===== src/rtl/stream_disperse.sv =====
// ============================================================================
// Module   : stream_disperse
// Purpose  : Demultiplex the merged tagged word stream into per-memory writes
//            and publish per-memory item counts at the end of each event.
// Revision : 1.0 - initial release
// ============================================================================
`default_nettype none

module stream_disperse #(
  parameter int NMEM = 12,
  parameter int AW   = 6
) (
  input  logic                 clk,
  input  logic                 reset,
  input  logic                 new_event,
  input  logic [2:0]           BX,
  input  logic [51:0]          mem_dat_stream,
  input  logic                 valid,
  input  logic                 done_in,
  output logic [NMEM-1:0]      wr_en,
  output logic [AW-1:0]        wr_addr,
  output logic [2:0]           wr_page,
  output logic [44:0]          wr_dat,
  output logic [NMEM*AW-1:0]   number_out,
  output logic                 counts_valid,
  output logic                 truncated,
  output logic [2:0]           err_flags
);

  typedef enum logic [1:0] {
    S_IDLE    = 2'd0,
    S_ACTIVE  = 2'd1,
    S_DRAIN   = 2'd2,
    S_PUBLISH = 2'd3
  } state_t;

  state_t r_state, w_state_nxt;

  logic              r_in_valid;
  logic [51:0]       r_in_dat;
  logic [2:0]        r_bx;
  logic [AW-1:0]     r_count [NMEM];
  logic [NMEM*AW-1:0] w_count_flat;

  logic [3:0]        w_tag;
  logic [2:0]        w_word_bx;
  logic              w_bad_tag;
  logic              w_bad_bx;
  logic [AW-1:0]     w_cur;
  logic              w_full;
  logic              w_do_write;
  logic              w_publish;
  logic              w_trunc;

  // ---------------------------------------------------------------- FSM
  always_ff @(posedge clk or negedge reset) begin
    if (!reset) r_state <= S_IDLE;
    else        r_state <= w_state_nxt;
  end

  always_comb begin
    w_state_nxt = r_state;
    w_publish   = 1'b0;
    w_trunc     = 1'b0;
    case (r_state)
      S_IDLE:    w_state_nxt = S_IDLE;
      S_ACTIVE:  if (done_in && !valid) w_state_nxt = S_DRAIN;
      S_DRAIN:   w_state_nxt = S_PUBLISH;
      S_PUBLISH: begin
        w_state_nxt = S_IDLE;
        w_publish   = 1'b1;
      end
      default:   w_state_nxt = S_IDLE;
    endcase
    if (new_event) begin
      w_state_nxt = S_ACTIVE;
      // An unfinished event is published as truncated before being cleared
      if (r_state == S_ACTIVE || r_state == S_DRAIN) begin
        w_publish = 1'b1;
        w_trunc   = 1'b1;
      end
    end
  end

  // -------------------------------------------------------- input stage
  always_ff @(posedge clk or negedge reset) begin
    if (!reset) begin
      r_in_valid <= 1'b0;
      r_in_dat   <= '0;
    end else begin
      r_in_valid <= valid && (r_state == S_ACTIVE) && !new_event;
      r_in_dat   <= mem_dat_stream;
    end
  end

  // ------------------------------------------------------- decode stage
  always_comb begin
    w_tag      = r_in_dat[51:48];
    w_word_bx  = r_in_dat[47:45];
    w_bad_tag  = (w_tag > 4'(NMEM - 1));
    w_bad_bx   = (w_word_bx != r_bx);
    w_cur      = w_bad_tag ? '0 : r_count[w_tag];
    w_full     = &w_cur;
    w_do_write = r_in_valid && !new_event && !w_bad_tag && !w_bad_bx && !w_full;
  end

  always_comb begin
    w_count_flat = '0;
    for (int k = 0; k < NMEM; k++) w_count_flat[k*AW +: AW] = r_count[k];
  end

  always_ff @(posedge clk or negedge reset) begin
    if (!reset) begin
      r_bx      <= '0;
      wr_en     <= '0;
      wr_addr   <= '0;
      wr_dat    <= '0;
      err_flags <= '0;
      for (int k = 0; k < NMEM; k++) r_count[k] <= '0;
    end else if (new_event) begin
      // Any word still in the decode stage belongs to neither event
      r_bx      <= BX;
      wr_en     <= '0;
      err_flags <= '0;
      for (int k = 0; k < NMEM; k++) r_count[k] <= '0;
    end else begin
      wr_en <= w_do_write ? (NMEM'(1) << w_tag) : '0;
      if (w_do_write) begin
        wr_addr        <= w_cur;
        wr_dat         <= r_in_dat[44:0];
        r_count[w_tag] <= w_cur + AW'(1);
      end
      if (r_in_valid) begin
        if (w_bad_tag)     err_flags[0] <= 1'b1;
        else if (w_bad_bx) err_flags[1] <= 1'b1;
        else if (w_full)   err_flags[2] <= 1'b1;
      end
    end
  end

  // ------------------------------------------------------------ publish
  always_ff @(posedge clk or negedge reset) begin
    if (!reset) begin
      number_out   <= '0;
      counts_valid <= 1'b0;
      truncated    <= 1'b0;
    end else begin
      counts_valid <= w_publish;
      if (w_publish) begin
        number_out <= w_count_flat;
        truncated  <= w_trunc;
      end
    end
  end

  assign wr_page = r_bx;

endmodule

`default_nettype wire


===== config.mk =====
export PLATFORM = sky130hd
export DESIGN_NAME = stream_disperse
export DESIGN_NICKNAME = d
export VERILOG_FILES = /design/src/rtl/stream_disperse.sv
export SDC_FILE = /design/constraint.sdc
export NUM_CORES = 1
export LEC_CHECK = 0
export BUFFER_PORTS_ARGS = -buffer_cell sky130_fd_sc_hd__buf_2
export CAP_MARGIN = 15
export CORE_MARGIN = 10
export CORE_UTILIZATION = 45
export DETAILED_ROUTE_END_ITERATION = 12
export PLACE_DENSITY = 0.7
export SYNTH_ARGS = -nofsm -noshare
export SYNTH_HDL_FRONTEND = slang
export SYNTH_SLANG_ARGS = --single-unit

===== constraint.sdc =====
create_clock -name clk -period 4.9 [get_ports clk]
set_input_delay 0.49 -clock clk [delete_from_list [all_inputs] [get_ports clk]]
set_output_delay 0.49 -clock clk [all_outputs]
set_load 0.02 [all_outputs]

==> flow_summary.yaml <==
clock_network:
  cts_tree: "built"
  cts.sinks: 270
  h-tree-depth: 1
  clk_path_buf_depth: 3
  clockRootBuffer: "clkbuf_16"
  cts_made_buffers: 27
  worstSkewPairLatency_ns: 0.54
  ctsResizeCount: 0
  ctsHoldBuffers: 1
  cts_setup_buffers: 0
  cts.clk_slew.worst_paths_ns: 0.06
critical_path:
  worst_setup_path_start_kind: "flip-flop"
  slowest_delay_ns: 0.70
  cpMaxStageDelayCell: "o31ai_4"
  worst-path-buf-inv: 1
  crit_fanout: 16
  critPathRequiredTime_ns: 5.30
  worstPathCellList: "buf_4 -> mux4_2 -> nand2_1 -> o21ai_0 -> and2_0 -> ha_1 -> o211ai_2 -> o31ai_4 -> or3_1 -> mux2_1"
  r2r_end: "r_count[55]"
  timing.rr.start: "r_in_dat[49]"
  critPathTopFamily: "compound AO/OA/AOI/OAI gates"
  ff2ff_path_depth: 10
  rrSetupSlack_ns: 1.23
  cp.depth: 10
  critPathCapture: "r_count[55]"
  crit_type: "reg2reg"
  crit_path_end_kind: "flip-flop"
  crit_arrival_ns: 4.07
  setup.worst_path.start: "r_in_dat[49]"
synthesis:
  postSynth.asyncResetShare_pct: 100
  synthMostInstantiatedCell: "nand2_1"
  yosys.area.top_type_share_pct: 64.0
  syn_nets: 928
  synth_area_leader_cell: "dfrtp_1"
  ys_ff_latch: 270
  synth.area.top_cells: "dfrtp_1 (64%), nand2_1 (10%), mux2_2 (5.9%)"
  avgSynthCellArea_um2: 12.2
  yosysWarnings: 0
  synth_cell_type_count: 45
  synthCells: 863
  synth_commonest_cells: "nand2_1 (285), dfrtp_1 (270), mux2i_1 (61)"
  seq_area_frac_synth_pct: 64.0
  synthFlopType: "dfrtp_1"
  syn_area_um2: 10600
  synth_edf_count: 0
global_route:
  grt_max_degree: 100
  grtUsageTotal_pct: 17.4
  grt-ovfl-total: 0
  grt_first_pass_wirelength_um: 42300
  grt_pass1_vias: 7399
  grt_antenna_before_repair: 3
status:
  status: "completed"
die:
  ioPinCount: 203
  die_y_um: 173
  coreArea_um2: 22800
  fp.dieW_um: 173
  dieArea_um2: 30000
  initial_core_util_pct: 46.2
  std_cell_rows: 55
place:
  io_buffers: 202
  place_congestion: 0.877
  dp_hpwl_um: 18800
  pre_cts_ws_ns: 1.29
  placed_area_um2: 11900
timing:
  skew_ns: 0.0121
  rsz0062_at_grt: "false"
  setup_tns_ns: 0
  tightest_slew_ns: 0.828
  period_share_pct: 74.8
  max_freq_ghz: 0.273
  final_max_slew_viol_count: 0
  setup_slack_ns: 1.23
  slew-limit-headroom_pct: 44.4
  min_period_ns: 3.67
  hold_viol: 0
  finalSetupViolations: 0
routing:
  first_pass_iters: 5
  post_drt_wl_per_cell_um: 19.1
  drt-initial-drc-count: 528
  vias: 6983
  post-route-drc-count: 0
  via_per_inst: 5.03
  final_antenna_net_count: 0
  wirelength_um: 26500
cells_and_area:
  areaGrowthSynthToFinish_pct: 21.9
  layout-drive-gt1-share_pct: 32.4
  fin_nets: 1118
  finalInstanceArea_um2: 12900
  finish.utilization_pct: 56.3
  final.fill_count: 2000
pwr:
  p_leak_nw: 7.23
  irDropWorstVdd_mv: 0.306
  power.total_mw: 5.30
  p_per_area_nw_per_um2: 412
job:
  cap_violations: 0
worst_hold_path:
  hp-class: "in2reg"
-- worst min-delay path by stage --
stage,startpoint,end,slack (ns),cells past startpoint
global placement,number_out[43],number_out[43],0.45,2
finish,mem_dat_stream[23],r_in_dat[23],0.05,1
CTS,mem_dat_stream[23],r_in_dat[23],0.03,1
floorplan,reset,counts_valid,0.19,0
detailed placement,number_out[70],number_out[70],0.45,2
global route,mem_dat_stream[13],r_in_dat[13],0.04,1
-- routing by layer --
layer / share of wire [%] / vias up / wire, um / global-route usage [%]
met2: 45 / 266 / 12000 / 26.8
met5: 0.049 / - / 13 / 0
li1: - / 3217 / - / -
met1: 43 / 3450 / 11400 / 22.8
met3: 9.2 / 48 / 2450 / 5.99
met4: 2.5 / 2 / 650 / 4.71
-- per-stage QoR --
step	hold WS (ns)	cells
final	0.0548	1388
after global routing	0.0365	1387
after CTS	0.0330	1387
after detailed placement	0.450	1336
after global placement	0.445	1336
after floorplan	0.194	863
-- state kept, by name, indices dropped and copies added, names as in the netlist --
name and cells:
number_out 72, counts_valid 1, r_in_dat 52, r_in_valid 1, r_state 2, err_flags 3, wr_dat 45, wr_en 12
wr_page 3, truncated 1, r_count 72, wr_addr 6
-- cell type report --
type / count / area [um2] / share of cell area (%)
diodes: 1 / 2.50 / 0.0194
clock buffers: 41 / 828 / 6.43
clock inverters: 9 / 176 / 1.37
inverters: 14 / 52.6 / 0.408
multi-input cells: 523 / 3500 / 27.2
flip-flops and latches: 270 / 6760 / 52.5
well taps: 313 / 392 / 3.04
repair buffers: 217 / 1160 / 9.02
-- layout by cell type, fill, tap and decap left out, types with 3 or more instances in the layout --
cell type | netlist | final
dfrtp_1 | 270 | 270
clkbuf_16 | 0 | 27
inv_1 | 13 | 12
nand3_1 | 5 | 5
buf_4 | 1 | 12
mux4_2 | 17 | 17
clkbuf_8 | 0 | 10
xnor2_1 | 6 | 5
a22oi_1 | 3 | 3
nand2_1 | 285 | 285
bufinv_16 | 0 | 5
nor4b_1 | 4 | 4
nor2_1 | 11 | 11
mux2_2 | 55 | 55
nand2b_1 | 3 | 3
or3_1 | 9 | 9
mux2i_1 | 61 | 61
buf_2 | 19 | 201
clkbuf_1 | 31 | 4
ha_1 | 5 | 5
nor2b_1 | 15 | 15
mux2_1 | 8 | 8
o311ai_0 | 3 | 3
o21ai_0 | 6 | 6
-- report_power, final --
| group | internal, mW | leakage, nW | switching (mW) |
|---|---|---|---|
| clock | 1.43 | 0.493 | 0.852 |
| combinational | 0.197 | 3.13 | 0.398 |
| sequential | 2.36 | 3.61 | 0.0719 |
| total | 3.98 | 7.23 | 1.32 |
-- cells by family (layout without fill, tap and decap cells) --
group	count (synthesis)	after routing	share of synthesized area [%]
xor+xnor	7	7	0.581
simple gates	341	341	13.4
compound gates	27	27	1.98
fa+ha+maj	5	5	0.592
buf+inv	70	281	3.10
mux	143	143	16.4
other cells	0	1	0
flops	270	270	64.0
-- worst reg2reg max path, cell delays in order, from the launching register on --
cell      delay (ns)
dfrtp_1         0.62
buf_4           0.33
mux4_2          0.22
nand2_1         0.05
o21ai_0         0.17
and2_0          0.23
ha_1            0.27
o211ai_2        0.14
o31ai_4         0.70
or3_1           0.42
mux2_1          0.38
Note: power is estimated with default switching activity, not from simulation.
